## src/rtl/upower_fetch_unit_if.sv

```systemverilog
// Fetch-unit bundle: imem request/response, core redirect and issue.
// master = fetch unit side, slave = memory/core side.
interface upower_fetch_unit_if #(
  parameter int PC_WIDTH = 32
);
  logic                imem_req_valid;
  logic                imem_req_ready;
  logic [PC_WIDTH-1:0] imem_req_addr;
  logic                imem_resp_valid;
  logic [31:0]         imem_resp_data;
  logic                redirect_valid;
  logic [PC_WIDTH-1:0] redirect_pc;
  logic                inst_valid;
  logic [31:0]         inst_data;
  logic [PC_WIDTH-1:0] inst_pc;
  logic                inst_ready;

  modport master (
    output imem_req_valid,
    input  imem_req_ready,
    output imem_req_addr,
    input  imem_resp_valid,
    input  imem_resp_data,
    input  redirect_valid,
    input  redirect_pc,
    output inst_valid,
    output inst_data,
    output inst_pc,
    input  inst_ready
  );

  modport slave (
    input  imem_req_valid,
    output imem_req_ready,
    input  imem_req_addr,
    output imem_resp_valid,
    output imem_resp_data,
    output redirect_valid,
    output redirect_pc,
    input  inst_valid,
    input  inst_data,
    input  inst_pc,
    output inst_ready
  );
endinterface

```

## src/rtl/upower_fetch_unit.sv

```systemverilog
// uPower fetch stage: credit-limited imem requests, in-order prefetch
// FIFO with exact PCs, and redirect flush with wrong-path response drop.
module upower_fetch_unit #(
  parameter int                  PC_WIDTH   = 32,
  parameter int                  FIFO_DEPTH = 4,
  parameter logic [PC_WIDTH-1:0] RESET_PC   = '0
) (
  input logic                 clock,
  input logic                 reset_n,
  upower_fetch_unit_if.master bus
);
  localparam int AW = $clog2(FIFO_DEPTH);
  localparam int CW = AW + 1;
  localparam logic [CW:0] DEPTH = (CW+1)'(FIFO_DEPTH);

  typedef enum logic {FETCH, DRAIN} state_t;

  state_t              r_state;
  logic                r_run;
  logic [PC_WIDTH-1:0] r_fetch_pc;
  logic [PC_WIDTH-1:0] r_pcq [FIFO_DEPTH];
  logic [AW-1:0]       r_pcq_wp;
  logic [AW-1:0]       r_pcq_rp;
  logic [31:0]         r_dat [FIFO_DEPTH];
  logic [PC_WIDTH-1:0] r_pc  [FIFO_DEPTH];
  logic [AW-1:0]       r_head;
  logic [AW-1:0]       r_tail;
  logic [CW-1:0]       r_count;
  logic [CW-1:0]       r_outst;
  logic [CW-1:0]       r_drop;

  logic          w_redir;
  logic          w_credit;
  logic          w_req;
  logic          w_acc;
  logic          w_rsp;
  logic          w_push;
  logic          w_pop;
  logic          w_empty;
  logic [CW-1:0] w_outst_nxt;

  // Buffered plus in-flight never exceeds depth, so a response
  // always finds a free FIFO slot.
  assign w_redir  = bus.redirect_valid;
  assign w_credit = ({1'b0, r_count} + {1'b0, r_outst}) < DEPTH;
  assign w_req    = r_run & ~w_redir & w_credit;
  assign w_acc    = w_req & bus.imem_req_ready;
  assign w_rsp    = bus.imem_resp_valid;
  assign w_push   = w_rsp & ~w_redir & (r_state == FETCH);
  assign w_empty  = (r_count == '0);
  assign w_pop    = ~w_empty & bus.inst_ready & ~w_redir;

  assign w_outst_nxt = r_outst + CW'(w_acc) - CW'(w_rsp);

  assign bus.imem_req_valid = w_req;
  assign bus.imem_req_addr  = r_fetch_pc;
  assign bus.inst_valid     = ~w_empty;
  assign bus.inst_data      = w_empty ? '0 : r_dat[r_head];
  assign bus.inst_pc        = w_empty ? '0 : r_pc[r_head];

  always_ff @(posedge clock or negedge reset_n) begin
    if (!reset_n) begin
      r_state    <= FETCH;
      r_run      <= 1'b0;
      r_fetch_pc <= RESET_PC;
      r_pcq_wp   <= '0;
      r_pcq_rp   <= '0;
      r_head     <= '0;
      r_tail     <= '0;
      r_count    <= '0;
      r_outst    <= '0;
      r_drop     <= '0;
      for (int i = 0; i < FIFO_DEPTH; i++) begin
        r_pcq[i] <= '0;
        r_dat[i] <= '0;
        r_pc[i]  <= '0;
      end
    end else begin
      r_run   <= 1'b1;
      r_outst <= w_outst_nxt;

      if (w_redir) begin
        r_fetch_pc <= bus.redirect_pc;
      end else if (w_acc) begin
        r_fetch_pc <= r_fetch_pc + PC_WIDTH'(1);
      end

      // PC queue tracks every in-flight request, dropped or not.
      if (w_acc) begin
        r_pcq[r_pcq_wp] <= r_fetch_pc;
        r_pcq_wp        <= r_pcq_wp + AW'(1);
      end
      if (w_rsp) begin
        r_pcq_rp <= r_pcq_rp + AW'(1);
      end

      if (w_redir) begin
        r_head  <= '0;
        r_tail  <= '0;
        r_count <= '0;
        r_drop  <= w_outst_nxt;
        r_state <= (w_outst_nxt != '0) ? DRAIN : FETCH;
      end else begin
        if (w_push) begin
          r_dat[r_tail] <= bus.imem_resp_data;
          r_pc[r_tail]  <= r_pcq[r_pcq_rp];
          r_tail        <= r_tail + AW'(1);
        end
        if (w_pop) begin
          r_head <= r_head + AW'(1);
        end
        r_count <= r_count + CW'(w_push) - CW'(w_pop);
        if (r_state == DRAIN && w_rsp) begin
          r_drop <= r_drop - CW'(1);
          if (r_drop == CW'(1)) begin
            r_state <= FETCH;
          end
        end
      end
    end
  end
endmodule

```

## src/flat_wrapper.sv

```systemverilog
// flat-port wrapper written by rule: the top's interface ports become plain ports
module upower_fetch_unit_flat 
#(
  parameter int                  PC_WIDTH   = 32,
  parameter int                  FIFO_DEPTH = 4,
  parameter logic [PC_WIDTH-1:0] RESET_PC   = '0
)
  (clock, reset_n, bus_imem_req_valid, bus_imem_req_ready, bus_imem_req_addr, bus_imem_resp_valid, bus_imem_resp_data, bus_redirect_valid, bus_redirect_pc, bus_inst_valid, bus_inst_data, bus_inst_pc, bus_inst_ready);
  upower_fetch_unit_if #(.PC_WIDTH(PC_WIDTH)) bus_i ();
  input logic clock;
  input logic reset_n;
  output wire logic [$bits(bus_i.imem_req_valid)-1:0] bus_imem_req_valid;
  input wire logic [$bits(bus_i.imem_req_ready)-1:0] bus_imem_req_ready;
  output wire logic [$bits(bus_i.imem_req_addr)-1:0] bus_imem_req_addr;
  input wire logic [$bits(bus_i.imem_resp_valid)-1:0] bus_imem_resp_valid;
  input wire logic [$bits(bus_i.imem_resp_data)-1:0] bus_imem_resp_data;
  input wire logic [$bits(bus_i.redirect_valid)-1:0] bus_redirect_valid;
  input wire logic [$bits(bus_i.redirect_pc)-1:0] bus_redirect_pc;
  output wire logic [$bits(bus_i.inst_valid)-1:0] bus_inst_valid;
  output wire logic [$bits(bus_i.inst_data)-1:0] bus_inst_data;
  output wire logic [$bits(bus_i.inst_pc)-1:0] bus_inst_pc;
  input wire logic [$bits(bus_i.inst_ready)-1:0] bus_inst_ready;
  assign bus_imem_req_valid = bus_i.imem_req_valid;
  assign bus_i.imem_req_ready = bus_imem_req_ready;
  assign bus_imem_req_addr = bus_i.imem_req_addr;
  assign bus_i.imem_resp_valid = bus_imem_resp_valid;
  assign bus_i.imem_resp_data = bus_imem_resp_data;
  assign bus_i.redirect_valid = bus_redirect_valid;
  assign bus_i.redirect_pc = bus_redirect_pc;
  assign bus_inst_valid = bus_i.inst_valid;
  assign bus_inst_data = bus_i.inst_data;
  assign bus_inst_pc = bus_i.inst_pc;
  assign bus_i.inst_ready = bus_inst_ready;
  upower_fetch_unit #(.PC_WIDTH(PC_WIDTH), .FIFO_DEPTH(FIFO_DEPTH), .RESET_PC(RESET_PC)) u_core (.clock(clock), .reset_n(reset_n), .bus(bus_i));
endmodule
```

## config.mk

```make
export PLATFORM = sky130hd
export DESIGN_NAME = upower_fetch_unit_flat
export DESIGN_NICKNAME = d
export VERILOG_FILES = /design/src/rtl/upower_fetch_unit_if.sv /design/src/rtl/upower_fetch_unit.sv /design/src/flat_wrapper.sv
export SDC_FILE = /design/constraint.sdc
export NUM_CORES = 1
export LEC_CHECK = 0
export ABC_AREA = 1
export CORE_AREA = 2 2 264 266
export CTS_BUF_LIST = sky130_fd_sc_hd__clkbuf_4 sky130_fd_sc_hd__clkbuf_8
export CTS_CLUSTER_SIZE = 25
export DETAILED_ROUTE_END_ITERATION = 10
export DIE_AREA = 0 0 266 268
export PLACE_DENSITY = 0.42
export SLEW_MARGIN = 20
export SYNTH_ARGS = -nofsm -noshare
export SYNTH_HDL_FRONTEND = slang
export SYNTH_SLANG_ARGS = --single-unit
```

## constraint.sdc

```tcl
create_clock -name clock -period 2.45 [get_ports clock]
set_input_delay 0.245 -clock clock [delete_from_list [all_inputs] [get_ports clock]]
set_output_delay 0.245 -clock clock [all_outputs]
set_load 0.02 [all_outputs]
```

Word level (Yosys, flattened, before mapping)
Index checks and enable logic that the tools add are counted.
Widths: inputs -> output; s select.
{ "totals": {"ff_bits": 435, "out_inout_bits": 98, "word_cells": 98, "in_bits": 70} }
{ "op_classes": {"add_sub_neg": 11, "reduce_logical": 12, "n_eq_ne": 1, "n_bitwise": 14, "n_lt_le_gt_ge": 7, "mux": 31} }
{ "op_table": {"columns": ["op", "n"], "rows": [
  ["$bwmux 128", 3],
  ["$mux 32", 12],
  ["$bmux 32 s2", 3],
  ["$demux 32 s2", 2],
  ["$add 32x1->32 const B", 1],
  ["$ge 3x3->1 const B", 4],
  ["$not 2->3", 4],
  ["$reduce_bool 2->1", 5],
  ["$mux 3", 3],
  ["$add 2x1->2 const B", 4],
  ["$mux 2", 4],
  ["$and 1x1->1", 7],
  ["$add 3x1->3", 2],
  ["$lt 3x1->1 const B", 2],
  ["$sub 3x1->3", 2],
  ["$add 3x3->4", 1],
  ["$lt 4x3->1 const B", 1],
  ["$mux 1", 4],
  ["$reduce_and 2->1", 2],
  ["$eq 3x1->1 const B", 1],
  ["$logic_and 1x1->1", 3],
  ["$logic_not 3->1", 1],
  ["$not 1->1", 3],
  ["$reduce_bool 3->1", 1],
  ["$sub 3x1->3 const B", 1]
]} }

Logic depth before layout (Yosys ltp)
{ "logic_depth": {"ltp_word": 9, "depth_mapped": 13, "depth_no_buf": 13} }

Worst setup path after synthesis
Ideal clock, no wire load.
{ "synth_path": {"path_type": "register to register", "from": "reg u_core.r_outst[2]", "to": "reg u_core.r_drop[1]", "n_path_buf": 1, "path_stages_with_launch": 13, "setup_ps": 126, "t_arrival_ps": 2266, "synth_period_minus_slack_ps": 2392, "required_time_ps": 2324, "setup_slack_ps": 58, "cell_sequence": "dfrtp_1 > ha_1 > nand3b_4 > nor2_4 > nand2_2 > clkinv_4 > buf_2 > ha_1 > fa_1 > nand2_1 > o21ai_0 > nand2_1 > o21ai_0"} }
{ "synth_via": {"elab_chain_len": 7} }
{ "synth_rtl": {"columns": ["item", "line_no", "rtl"], "rows": [
  ["start: declaration", "upower_fetch_unit.sv:29", "logic [CW-1:0] r_outst;"],
  ["start signal: assignment", "upower_fetch_unit.sv:80", "r_outst <= w_outst_nxt;"],
  ["$add 3x3->4", "upower_fetch_unit.sv:45", "assign w_credit = ({1'b0, r_count} + {1'b0, r_outst}) < DEPTH;"],
  ["$lt 4x3->1", "upower_fetch_unit.sv:45", null],
  ["$and 1x1->1", "upower_fetch_unit.sv:46", "assign w_req = r_run & ~w_redir & w_credit;"],
  ["net bus_imem_req_valid", "flat_wrapper.sv:12", "output wire logic [$bits(bus_i.imem_req_valid)-1:0] bus_imem_req_valid;"],
  ["$and 1x1->1", "upower_fetch_unit.sv:47", "assign w_acc = w_req & bus.imem_req_ready;"],
  ["net u_core.w_acc", "upower_fetch_unit.sv:35", "logic w_acc;"],
  ["$add 3x1->3", "upower_fetch_unit.sv:53", "assign w_outst_nxt = r_outst + CW'(w_acc) - CW'(w_rsp);"],
  ["$sub 3x1->3", "upower_fetch_unit.sv:53", null],
  ["net u_core.w_outst_nxt[1]", "upower_fetch_unit.sv:40", "logic [CW-1:0] w_outst_nxt;"],
  ["$mux 3", "upower_fetch_unit.sv:97", "if (w_redir) begin"],
  ["end signal: assignment", "upower_fetch_unit.sv:101", "r_drop <= w_outst_nxt;"],
  ["end signal: assignment", "upower_fetch_unit.sv:114", "r_drop <= r_drop - CW'(1);"],
  ["end: declaration", "upower_fetch_unit.sv:30", "logic [CW-1:0] r_drop;"]
]} }
The timed path passes the listed nets, and every way through them passes these cells.
A chain may end at the register's enable or synchronous reset.

Final worst setup path
{ "layout_path": {"from": "reg u_core.r_head[0]", "to": "out bus_inst_data[11]"} }
{ "layout_via": {"elab_chain_len": 5} }
{ "layout_rtl": {"columns": ["item", "line_no", "rtl"], "rows": [
  ["start: declaration", "upower_fetch_unit.sv:26", "logic [AW-1:0] r_head;"],
  ["start signal: assignment", "upower_fetch_unit.sv:110", "r_head <= r_head + AW'(1);"],
  ["$not 2->3 (implied by the code)", "upower_fetch_unit.sv:58", "assign bus.inst_data = w_empty ? '0 : r_dat[r_head];"],
  ["$bmux 32 s2", "upower_fetch_unit.sv:58", null],
  ["$mux 32 (implied by the code) (2 in a row)", "upower_fetch_unit.sv:58", null],
  ["$mux 32", "upower_fetch_unit.sv:58", null],
  ["end: declaration", "flat_wrapper.sv:20", "output wire logic [$bits(bus_i.inst_data)-1:0] bus_inst_data;"]
]} }
Every way passes these cells. The select of a mux whose other input is x is not followed.

==> impl_metrics.py <==
metrics = {
    "yosys": {
        "synth_area_leader_cell": "dfrtp_1",
        "synthTopCellsByCount": "nand2_1 (570), dfrtp_1 (435), o21ai_0 (376)",
        "async_reset_ff_share_pct": 100,
        "synth_adder_area_share_pct": 1.24,
        "synthSimpleGateAreaFrac_pct": 20.1,
        "syn_avg_cell_area_sq_um": 8.20,
        "ys_seq_elements": 435,
        "synth_top_family_by_area": "simple AND/OR/NAND/NOR gates",
        "synth_area_sq_um": 20300,
        "yosysSeqAreaShare_pct": 53.5,
        "synthXorXnorAreaFrac_pct": 0.474,
        "yosysWarnings": 0,
        "synth_top_cell_area_share_pct": 53.5,
        "synth_mux_area_share_pct": 0,
        "synthCells": 2479,
        "netlist-cell-type-count": 35,
        "synth.most_common_cell": "nand2_1",
        "synth_edf_count": 0,
        "syn_nets": 2568,
        "synth.area.top_cells": "dfrtp_1 (54%), nand2_1 (11%), o21ai_0 (9.3%), nor2_1 (6.9%), o21ai_1 (5.3%)",
        "synth_top_flop_cell": "dfrtp_1",
        "synth-compound-area-share_pct": 17.9,
    },
    "layout": {
        "syn2layout_area_growth_pct": 24.9,
        "finish.net_count": 2750,
        "drive_gt1_share_pct": 13.4,
    },
    "sta": {
        "worstMarginPinSlew_ns": 0.607,
        "final_max_slew_viol_count": 0,
        "rsz0062_at_grt": "true",
        "relSlewSlack_pct": 59.6,
        "timing.setup.tns_ns": -0.0275,
        "period_minus_slack_ns": 2.48,
        "fin_crit_sh_pct": 101,
        "layout_setup_ws_ns": -0.0274,
        "hold_viol": 0,
        "finalSetupViolCount": 2,
        "max_freq_ghz": 0.404,
        "whs_ns": 0.131,
        "skew_ns": 0.0391,
    },
    "detailed_routing": {
        "ant_nets": 0,
        "avgViaCountPerCell": 4.79,
        "drc": 0,
        "vias": 17300,
        "wl_microns": 63600,
        "wl_per_cell_microns": 17.7,
        "drt_iter0_drc": 1249,
        "first_pass_iters": 5,
    },
    "outcome": {
        "violations": "negative setup slack",
        "status": "complete, but fails checks",
    },
    "clock_network": {
        "cts.path.max_buffers": 3,
        "cts_sinks": 435,
        "root_buffer": "clkbuf_8",
        "cts_tree": "yes",
        "clk_pin_slew_ns": 0.05,
        "h-tree-depth": 3,
        "clk_latency_ns": 0.66,
        "cts_made_buffers": 86,
    },
    "global_route": {
        "met1_usage_pct": 25.6,
        "grt_max_degree": 129,
        "grt_overflow": 0,
        "grt_pass1_vias": 17200,
        "grt_pass1_wl_microns": 100000,
        "antenna_found_initial": 1,
        "use_met3_pct": 3.32,
        "grtUsageTotal_pct": 17.9,
        "use_met2_pct": 27.4,
        "grt-busiest-layer": "met2",
    },
    "power": {
        "p_per_area_nw_per_um2": 1210,
        "irDropWorstVdd_mv": 0.535,
        "p_leak_nw": 11.6,
    },
    "setup_path": {
        "arrival_ns": 2.23,
        "critical_path.endpoint_type": "output pin",
        "cp-start-kind": "flip-flop",
        "path_class": "reg2out",
        "crit_required_ns": 2.20,
        "r2r_slack_ns": 0.14,
        "cp_max_fo": 16,
    },
    "hold_path": {
        "hp-class": "in2async",
    },
    "floorplan": {
        "initial_utilization_pct": 29.8,
        "core_sq_um": 68200,
        "design.die.area_sq_um": 71300,
        "io_pins": 168,
        "rows": 96,
        "fp.dieH_microns": 268,
        "die_w_microns": 266,
    },
    "placed_design": {
        "numPortBuffers": 167,
        "post-place-ws_ns": 0.0445,
        "routabilityCongestion": 0.818,
        "hpwlAfterDp_microns": 37100,
    },
    "flow_run": {
        "cap_violations": 0,
    },
}
[flip-flops by register name, indices dropped and copies added (netlist names)]
signal,cells
u_core.r_drop,3
u_core.r_count,3
u_core.r_pc,128
u_core.r_run,1
u_core.r_head,2
u_core.r_outst,3
u_core.r_dat,128
u_core.r_pcq_wp,2
u_core.r_pcq_rp,2
u_core.bus.imem_req_addr,32
u_core.r_state,1
u_core.r_tail,2
u_core.r_pcq,128
[cells in the final DEF, fill, tap and decap left out, drive strengths merged]
master           n
o21ai          594
nand2          580
dfrtp          435
nor2           379
buf            145
clkbuf         144
inv            116
clkdlybuf4s50   99
a21oi           71
nand3           69
o22a            32
ha              17
xor2             9
clkinv           6
nand3b           4
bufbuf           3
xnor2            2
dlygate4sd3      2
fa               2
diode            1
and3             1
nor3             1
nand4            1
o211ai           1
a22o             1
bufinv           1
dlygate4sd2      1
clkdlybuf4s15    1
conb             1
[power breakdown]
group          internal [W]  switching, W  leakage, nW  total (W)
clock network       0.00448       0.00316        0.951    0.00764
registers           0.00916       0.00120         5.78     0.0104
logic               0.00520       0.00762         4.90     0.0128
total                0.0188        0.0120         11.6     0.0308
[logic make-up (layout without fill, tap and decap cells)]
kind of cell | Yosys count | count (layout)
compound gates | 699 | 699
fa+ha+maj | 19 | 19
buf+inv | 279 | 518
flops | 435 | 435
xor+xnor | 11 | 11
simple gates | 1035 | 1035
other cells | 1 | 2
[worst max-delay path: stages, from the launching register on]
cell     delay, ns
dfrtp_4       0.54
buf_4         0.17
buf_16        0.15
nor2_1        0.06
nor2_1        0.07
o21ai_0       0.08
a21oi_1       0.29
buf_4         0.21
[stage by stage]
| step | std cells | utilization (%) | power, W | cell area, sq um |
|---|---|---|---|---|
| finish | 3601 | 37.2 | 0.0308 | 25400 |
| global route | 3601 | 37.2 | 0.0331 | 25400 |
| CTS | 3590 | 36.7 | 0.0307 | 25100 |
| detailed placement | 3422 | 33.7 | 0.0217 | 23000 |
| global placement | 3422 | 33.7 | 0.0215 | 23000 |
| floorplan | 2479 | - | 0.0170 | 20300 |
[cell type report]
class	instances	area (sq um)
Antenna cell	1	2.50
Clock buffer	140	1720
Clock inverter	5	50.0
Fill cell	7108	42800
Inverter	118	465
Multi-Input combinational cell	1765	8210
Sequential cell	435	10900
Tap cell	882	1100
Timing Repair Buffer	255	2940
[layer usage]
metal	vias up	wire, microns
met5	-	0
met4	0	1780
met3	111	3260
met2	436	27800
met1	8242	30700
li1	8476	-
[final timing paths]
check                                    startpoint                            to  cells past startpoint
worst max-delay path               u_core.r_head[0]             bus_inst_data[11]                      7
worst min-delay path                        reset_n              u_core.r_dat[90]                      2
worst max register to register    u_core.r_count[1]             u_core.r_count[2]                     15
worst min register to register      u_core.r_pc[81]               u_core.r_pc[81]                      2
max in group asynchronous                   reset_n             u_core.r_pcq[108]                      3
min in group clock              bus_redirect_pc[15]  u_core.bus.imem_req_addr[15]                      3
[repair_timing]
item | CTS | global route
resized for setup | 312 | 134
setup buffers | 13 | 7
hold endpoints to repair | 209 | 0
hold buffers | 2 | 0
cloned | 8 | 4
endpoints found under the setup margin | 66 | 51
pin swaps | 13 | 40
(Power assumes the default switching activity.)
